`src/rtl/game_io_pkg.sv`:
```
// Shared types and counter widths for the game I/O hub.
// Latency: none (types and constants only).
// Backpressure: none (types and constants only).
package game_io_pkg;

    // Snake back-buffer occupancy
    typedef enum logic {EMPTY, FULL} snake_state_t;

    // Per-player move handshake state
    typedef enum logic {IDLE, PENDING} pend_state_t;

    localparam int FRAME_CNT_W = 16;
    localparam int OVR_CNT_W   = 8;

endpackage

```
`src/rtl/game_io_hub_move_channel.sv`:
```
// One controller channel: synchroniser, optional debounce, sticky capture, pending handshake.
// Latency: SYNC_STAGES+1 cycles from move_in change to move_out (+DEBOUNCE_CYCLES with debounce).
// Backpressure: none; a new capture overwrites an unacked move and keeps pending high.
module move_channel
    import game_io_pkg::*;
#(
    parameter int MOVE_W          = 32,
    parameter int SYNC_STAGES     = 2,
    parameter int DEBOUNCE_CYCLES = 16
) (
    input  logic              clock,
    input  logic              reset,
    input  logic [MOVE_W-1:0] move_in,
    input  logic              move_ack,
    output logic [MOVE_W-1:0] move_out,
    output logic              move_pending
);

    logic [MOVE_W-1:0] sync_q [SYNC_STAGES];
    logic [MOVE_W-1:0] sync;
    logic              stable;
    logic              capture;
    pend_state_t       state, state_next;

    // Multi-flop synchroniser for the asynchronous controller word
    always_ff @(posedge clock or negedge reset) begin
        if (!reset) begin
            for (int k = 0; k < SYNC_STAGES; k++) sync_q[k] <= '0;
        end else begin
            sync_q[0] <= move_in;
            for (int k = 1; k < SYNC_STAGES; k++) sync_q[k] <= sync_q[k-1];
        end
    end

    assign sync = sync_q[SYNC_STAGES-1];

`ifdef GAME_IO_HUB_DEBOUNCE_EN
    localparam int CNT_W = $clog2(DEBOUNCE_CYCLES + 1);
    localparam logic [CNT_W-1:0] CNT_MAX = CNT_W'(DEBOUNCE_CYCLES);

    logic [MOVE_W-1:0] last;
    logic [CNT_W-1:0]  cnt;

    // Count consecutive cycles the synchronised word has held; any change restarts at one
    always_ff @(posedge clock or negedge reset) begin
        if (!reset) begin
            last <= '0;
            cnt  <= '0;
        end else if (sync != last) begin
            last <= sync;
            cnt  <= CNT_W'(1);
        end else if (cnt != CNT_MAX) begin
            cnt <= cnt + 1'b1;
        end
    end

    assign stable = (sync == last) && (cnt == CNT_MAX);
`else
    assign stable = 1'b1;
`endif

    // Released buttons (zero) never overwrite the last direction
    assign capture = stable && (sync != '0) && (sync != move_out);

    // Latch the captured move for the regfile
    always_ff @(posedge clock or negedge reset) begin
        if (!reset)       move_out <= '0;
        else if (capture) move_out <= sync;
    end

    // Pending state register
    always_ff @(posedge clock or negedge reset) begin
        if (!reset) state <= IDLE;
        else        state <= state_next;
    end

    // Capture beats a same-cycle ack; ack while idle is ignored
    always_comb begin
        state_next = state;
        case (state)
            IDLE:    if (capture) state_next = PENDING;
            PENDING: if (!capture && move_ack) state_next = IDLE;
            default: state_next = IDLE;
        endcase
    end

    assign move_pending = (state == PENDING);

endmodule

```
`src/rtl/game_io_hub.sv`:
```
// Move-word capture for NUM_PLAYERS controllers plus a vsync-swapped snake frame double buffer.
// Latency: moves SYNC_STAGES+1 cycles (debounce adds DEBOUNCE_CYCLES); frames swap on frame_start.
// Backpressure: none; unread frames are dropped and counted (saturating). Option: GAME_IO_HUB_DEBOUNCE_EN.
module game_io_hub
    import game_io_pkg::*;
#(
    parameter int NUM_PLAYERS     = 2,
    parameter int MOVE_W          = 32,
    parameter int SNAKE_W         = 456,
    parameter int SYNC_STAGES     = 2,
    parameter int DEBOUNCE_CYCLES = 16
) (
    input  logic                          clock,
    input  logic                          reset,
    input  logic [NUM_PLAYERS*MOVE_W-1:0] move_in,
    input  logic [NUM_PLAYERS-1:0]        move_ack,
    output logic [NUM_PLAYERS*MOVE_W-1:0] move_out,
    output logic [NUM_PLAYERS-1:0]        move_pending,
    input  logic [SNAKE_W-1:0]            snake_in,
    input  logic                          snake_valid,
    input  logic                          frame_start,
    output logic [SNAKE_W-1:0]            snake_out,
    output logic [FRAME_CNT_W-1:0]        frame_count,
    output logic [OVR_CNT_W-1:0]          overrun_count
);

    for (genvar i = 0; i < NUM_PLAYERS; i++) begin : g_ch
        move_channel #(
            .MOVE_W          (MOVE_W),
            .SYNC_STAGES     (SYNC_STAGES),
            .DEBOUNCE_CYCLES (DEBOUNCE_CYCLES)
        ) u_ch (
            .clock        (clock),
            .reset        (reset),
            .move_in      (move_in[i*MOVE_W +: MOVE_W]),
            .move_ack     (move_ack[i]),
            .move_out     (move_out[i*MOVE_W +: MOVE_W]),
            .move_pending (move_pending[i])
        );
    end

    localparam logic [OVR_CNT_W-1:0] OVR_MAX = '1;

    snake_state_t       snake_state, snake_next;
    logic [SNAKE_W-1:0] back;
    logic               swap;
    logic               drop;

    // Swap whenever vsync has something to show; any publish onto a full buffer loses a frame
    always_comb begin
        snake_next = snake_state;
        swap       = 1'b0;
        if (frame_start) begin
            snake_next = EMPTY;
            swap       = snake_valid || (snake_state == FULL);
        end else if (snake_valid) begin
            snake_next = FULL;
        end
        drop = snake_valid && (snake_state == FULL);
    end

    // Back-buffer occupancy register
    always_ff @(posedge clock or negedge reset) begin
        if (!reset) snake_state <= EMPTY;
        else        snake_state <= snake_next;
    end

    // Frame data and counters; the displayed frame only moves on a vsync cycle
    always_ff @(posedge clock or negedge reset) begin
        if (!reset) begin
            back          <= '0;
            snake_out     <= '0;
            frame_count   <= '0;
            overrun_count <= '0;
        end else begin
            if (snake_valid) back <= snake_in;
            if (swap) begin
                snake_out   <= snake_valid ? snake_in : back;
                frame_count <= frame_count + 1'b1;
            end
            if (drop && (overrun_count != OVR_MAX)) overrun_count <= overrun_count + 1'b1;
        end
    end

endmodule

```
`config.mk`:
```
export PLATFORM = sky130hd
export DESIGN_NAME = game_io_hub
export DESIGN_NICKNAME = d
export VERILOG_FILES = /design/src/rtl/game_io_pkg.sv /design/src/rtl/game_io_hub_move_channel.sv /design/src/rtl/game_io_hub.sv
export SDC_FILE = /design/constraint.sdc
export NUM_CORES = 2
export LEC_CHECK = 0
export BUFFER_PORTS_ARGS = -buffer_cell sky130_fd_sc_hd__buf_2
export CORE_AREA = 3 3 417 419
export DETAILED_ROUTE_END_ITERATION = 6
export DIE_AREA = 0 0 420 422
export GPL_ROUTABILITY_DRIVEN = 0
export SYNTH_ARGS = -nofsm -noshare
export SYNTH_HDL_FRONTEND = slang
export SYNTH_HIERARCHICAL = 1
export SYNTH_SLANG_ARGS = --single-unit
```
`constraint.sdc`:
```
create_clock -name clock -period 1.9 [get_ports clock]
set_input_delay 0.095 -clock clock [delete_from_list [all_inputs] [get_ports clock]]
set_output_delay 0.095 -clock clock [all_outputs]
set_load 0.02 [all_outputs]
```
==> out/summary.txt <==
initial antenna violation count -> 12
Metal-1 WL -> 54.16 mm
final setup vio count -> 28
power share of the clock group -> 38.4%
share of cells above drive strength 1 -> 36.35%
IO Port Bufs -> 1071
GRT Total Usage -> 15.39%
Horiz. Die Dim -> 420 um
Critical path origin -> g_ch[1].u_ch/move_out[12]
syn avg cell area -> 12.39 um^2
Die Y -> 422 um
switching share of power -> 28.55%
drt pass-1 iters -> 5
Antenna Nets Post-Route -> 0
Worst Skew -> 0.03074 ns
Ys Warns -> 6
CP arrival -> 2.57 ns
largest net degree at the start of global routing -> 78
most frequent cells in the layout -> nand2_1 (1384), dfrtp_1 (1130), buf_2 (1069)
routed len/inst -> 18.36 um
peak supply drop -> 0.7827 mV
Final Worst Setup Slack -> -0.04611 ns
metal3 WL -> 9.181 mm
status -> finished with violations
Area growth syn-to-layout -> 49.25%
core area -> 0.1710 mm^2
clock buffer depth -> 3
Slew HR -> 53.38%
Iter 0 DRT Violations -> 1684
failing checks -> negative setup slack
Worst Path Required -> 2.52 ns
Placed Instances -> 6675
first-pass GRT wire length -> 211.0 mm
HP Class -> in -> reg
CP Launch Type -> flop
Cell Area, Placed -> 0.05097 mm^2
clock sink count -> 1131
Net Switching -> 18.63 mW
DRC viols -> 0
combinational power share -> 18.1%
H-tree depth -> 3
fillers -> 16.41k
RSZ-0062 raised after global routing -> yes
crit path capture type -> flop
Final nets -> 5791
Final Cell Area -> 0.06234 mm^2
Worst R2R End -> g_ch[1].u_ch/move_out[17]
CTS tree -> done
pre-CTS setup slack -> -0.03818 ns
met2 routed WL -> 68.94 mm
non-filler instance count after layout -> 7609
Seq cells post-synth -> 1131
CTS root buf -> clkbuf_16
final cycle utilization of the critical path -> 102.4%
Reg clk slew, reported paths -> 0.06 ns
commonest non-fill, non-tap cell in the layout -> nand2_1
Reg-to-Reg Start -> g_ch[1].u_ch/move_out[12]
IO Count -> 1072
hpwl dp -> 98.15 mm
Lkg Pwr -> 30.71 nW
final-report hold violation count -> 0
Syn Inst Count -> 3372
critical path class -> reg -> reg
Total Wirelength -> 139.7 mm
total grt overflow -> 0
Compound-Gate Fraction of Synth Area -> 0.2367%
highest routed metal layer -> met5
Internal Pwr Total -> 46.64 mW
Final Critical Period -> 1.946 ns
Min Hold Slack -> 0.1112 ns
crit path max fanout -> 15
Seq/Total Area, Yosys -> 67.76%
vias in the first global route -> 34.73k
worst slew pin tran -> 0.6970 ns
synthesized cell area -> 0.04177 mm^2
Via Count -> 31.86k
Clk Latency, worst-skew pair -> 0.75 ns
reg-to-reg slack, setup -> -0.05 ns
CP Capture Point -> g_ch[1].u_ch/move_out[17]
PwrDens -> 1047 mW/mm^2
mux cell area share after synthesis -> 14.48%
f_max -> 513.8 MHz
part of the power in registers -> 43.5%
CTS Buf Count -> 119
die area -> 0.1772 mm^2
final-report max-slew violation count -> 0
Max-Cap Viols -> 0
DR vias/cell -> 4.187
largest family of logic cells by synthesized area -> multiplexers
Netlist cell types -> 32
simple-gate area share of the yosys netlist -> 13.56%
synthesized netlist net count -> 3900
Starting Density -> 24.43%
Post-Synth XOR/XNOR Area -> 1.699%
R2R cell count -> 7
adder-cell share of the synthesized area -> 0.05991%
# rows -> 152
-- power by group through the flow --
| stage | Clock, mW | Sequential, mW | Combinational, mW |
|---|---|---|---|
| after global placement | 0 | 28.7 | 10.3 |
| after CTS | 25.7 | 28.4 | 11.9 |
| after detailed placement | 0 | 28.8 | 10.5 |
| after floorplan | 0 | 30.7 | 3.41 |
| after global routing | 26.6 | 28.7 | 12.7 |
| final | 25.1 | 28.4 | 11.8 |
-- layout make-up --
type                    instances  area, um^2  area share, %
diodes                         11       27.53        0.04416
well taps                    2233        2794          4.482
clock buffers                 176        3482          5.586
multi-input cells            2076       12650          20.30
clock inverters                47       755.7          1.212
repair buffers               1930       14300          22.94
inverters                       5       18.77        0.03011
flip-flops and latches       1131       28300          45.40
-- flip-flops by register name, summed over array words and instances, names as in the netlist --
name / flops
back: 456
frame_count: 16
g_ch.u_ch/move_out: 64
g_ch.u_ch/move_pending: 2
g_ch.u_ch/sync: 64
g_ch.u_ch/sync_q: 64
overrun_count: 8
snake_out: 456
snake_state: 1
-- worst max-delay path, cell delays in order, from the launching register on --
cell	delay, ns
dfrtp_1	0.44
xnor2_1	0.16
nand4_1	0.15
nor4_2	0.07
buf_4	0.14
a21oi_4	0.29
buf_12	0.22
mux2_2	0.35
-- through the flow --
step | utilization (%) | total power, mW | TNS, ns
floorplan | - | 34.10 | 0
global placement | 29.81 | 39.03 | -1.321
global route | 36.46 | 68.12 | -3.542
finish | 36.46 | 65.27 | -0.6351
CTS | 36.38 | 65.95 | 0
detailed placement | 29.81 | 39.25 | -0.5479
-- synth_stat cells, drive strengths merged --
cell type / count / area share [%]
and4: 1 / 0.021
nor4: 20 / 0.36
or2: 1 / 0.015
o21ai: 1 / 0.039
ha: 2 / 0.060
and3: 5 / 0.075
o2bb2ai: 2 / 0.042
a31oi: 2 / 0.030
inv: 5 / 0.045
clkbuf: 6 / 0.054
nor3: 2 / 0.024
nand4: 27 / 0.40
a21o: 2 / 0.036
xnor2: 80 / 1.7
and2: 1 / 0.015
xor2: 1 / 0.021
mux2: 521 / 14
nand3: 9 / 0.12
nand2: 1384 / 12
nor2: 10 / 0.090
dfrtp: 1131 / 68
buf: 154 / 2.1
o21a: 2 / 0.036
a21oi: 3 / 0.054
-- repair_timing --
item                                     CTS  global route
gates cloned                               0             2
endpoints found under the hold margin   2118             0
endpoints found under the setup margin    55            62
hold buffers                             695             0
resized for setup                          4            10
pin swaps                                  5             9
buffers inserted                           0             3
-- worst min-delay path by stage --
stage | start | endpoint | slack (ns) | cells after the start
after floorplan | reset | back[0] | -0.20 | 0
after global placement | reset | frame_count[14] | 0.18 | 1
after detailed placement | reset | frame_count[14] | 0.19 | 1
after CTS | snake_in[368] | back[368] | 0.003 | 3
after global routing | snake_in[86] | back[86] | 0.05 | 3
final | snake_in[370] | back[370] | 0.11 | 3
-- layer usage --
layer | vias up | global-route usage [%]
met5 | - | 0
met4 | 2 | 7.760
met3 | 327 | 4.432
met2 | 996 | 25.95
met1 | 15900 | 17.74
li1 | 14640 | -
-- cells by family after synthesis --
| kind of cell | after synthesis |
|---|---|
| adders and majority gates | 2 |
| and+or+nand+nor | 1460 |
| DFF | 1131 |
| AOI/OAI and AO/OA | 12 |
| buffers and inverters | 165 |
| xor gates and xnor gates | 81 |
| muxes | 521 |
No activity file was read; power rests on OpenSTA's default activity.
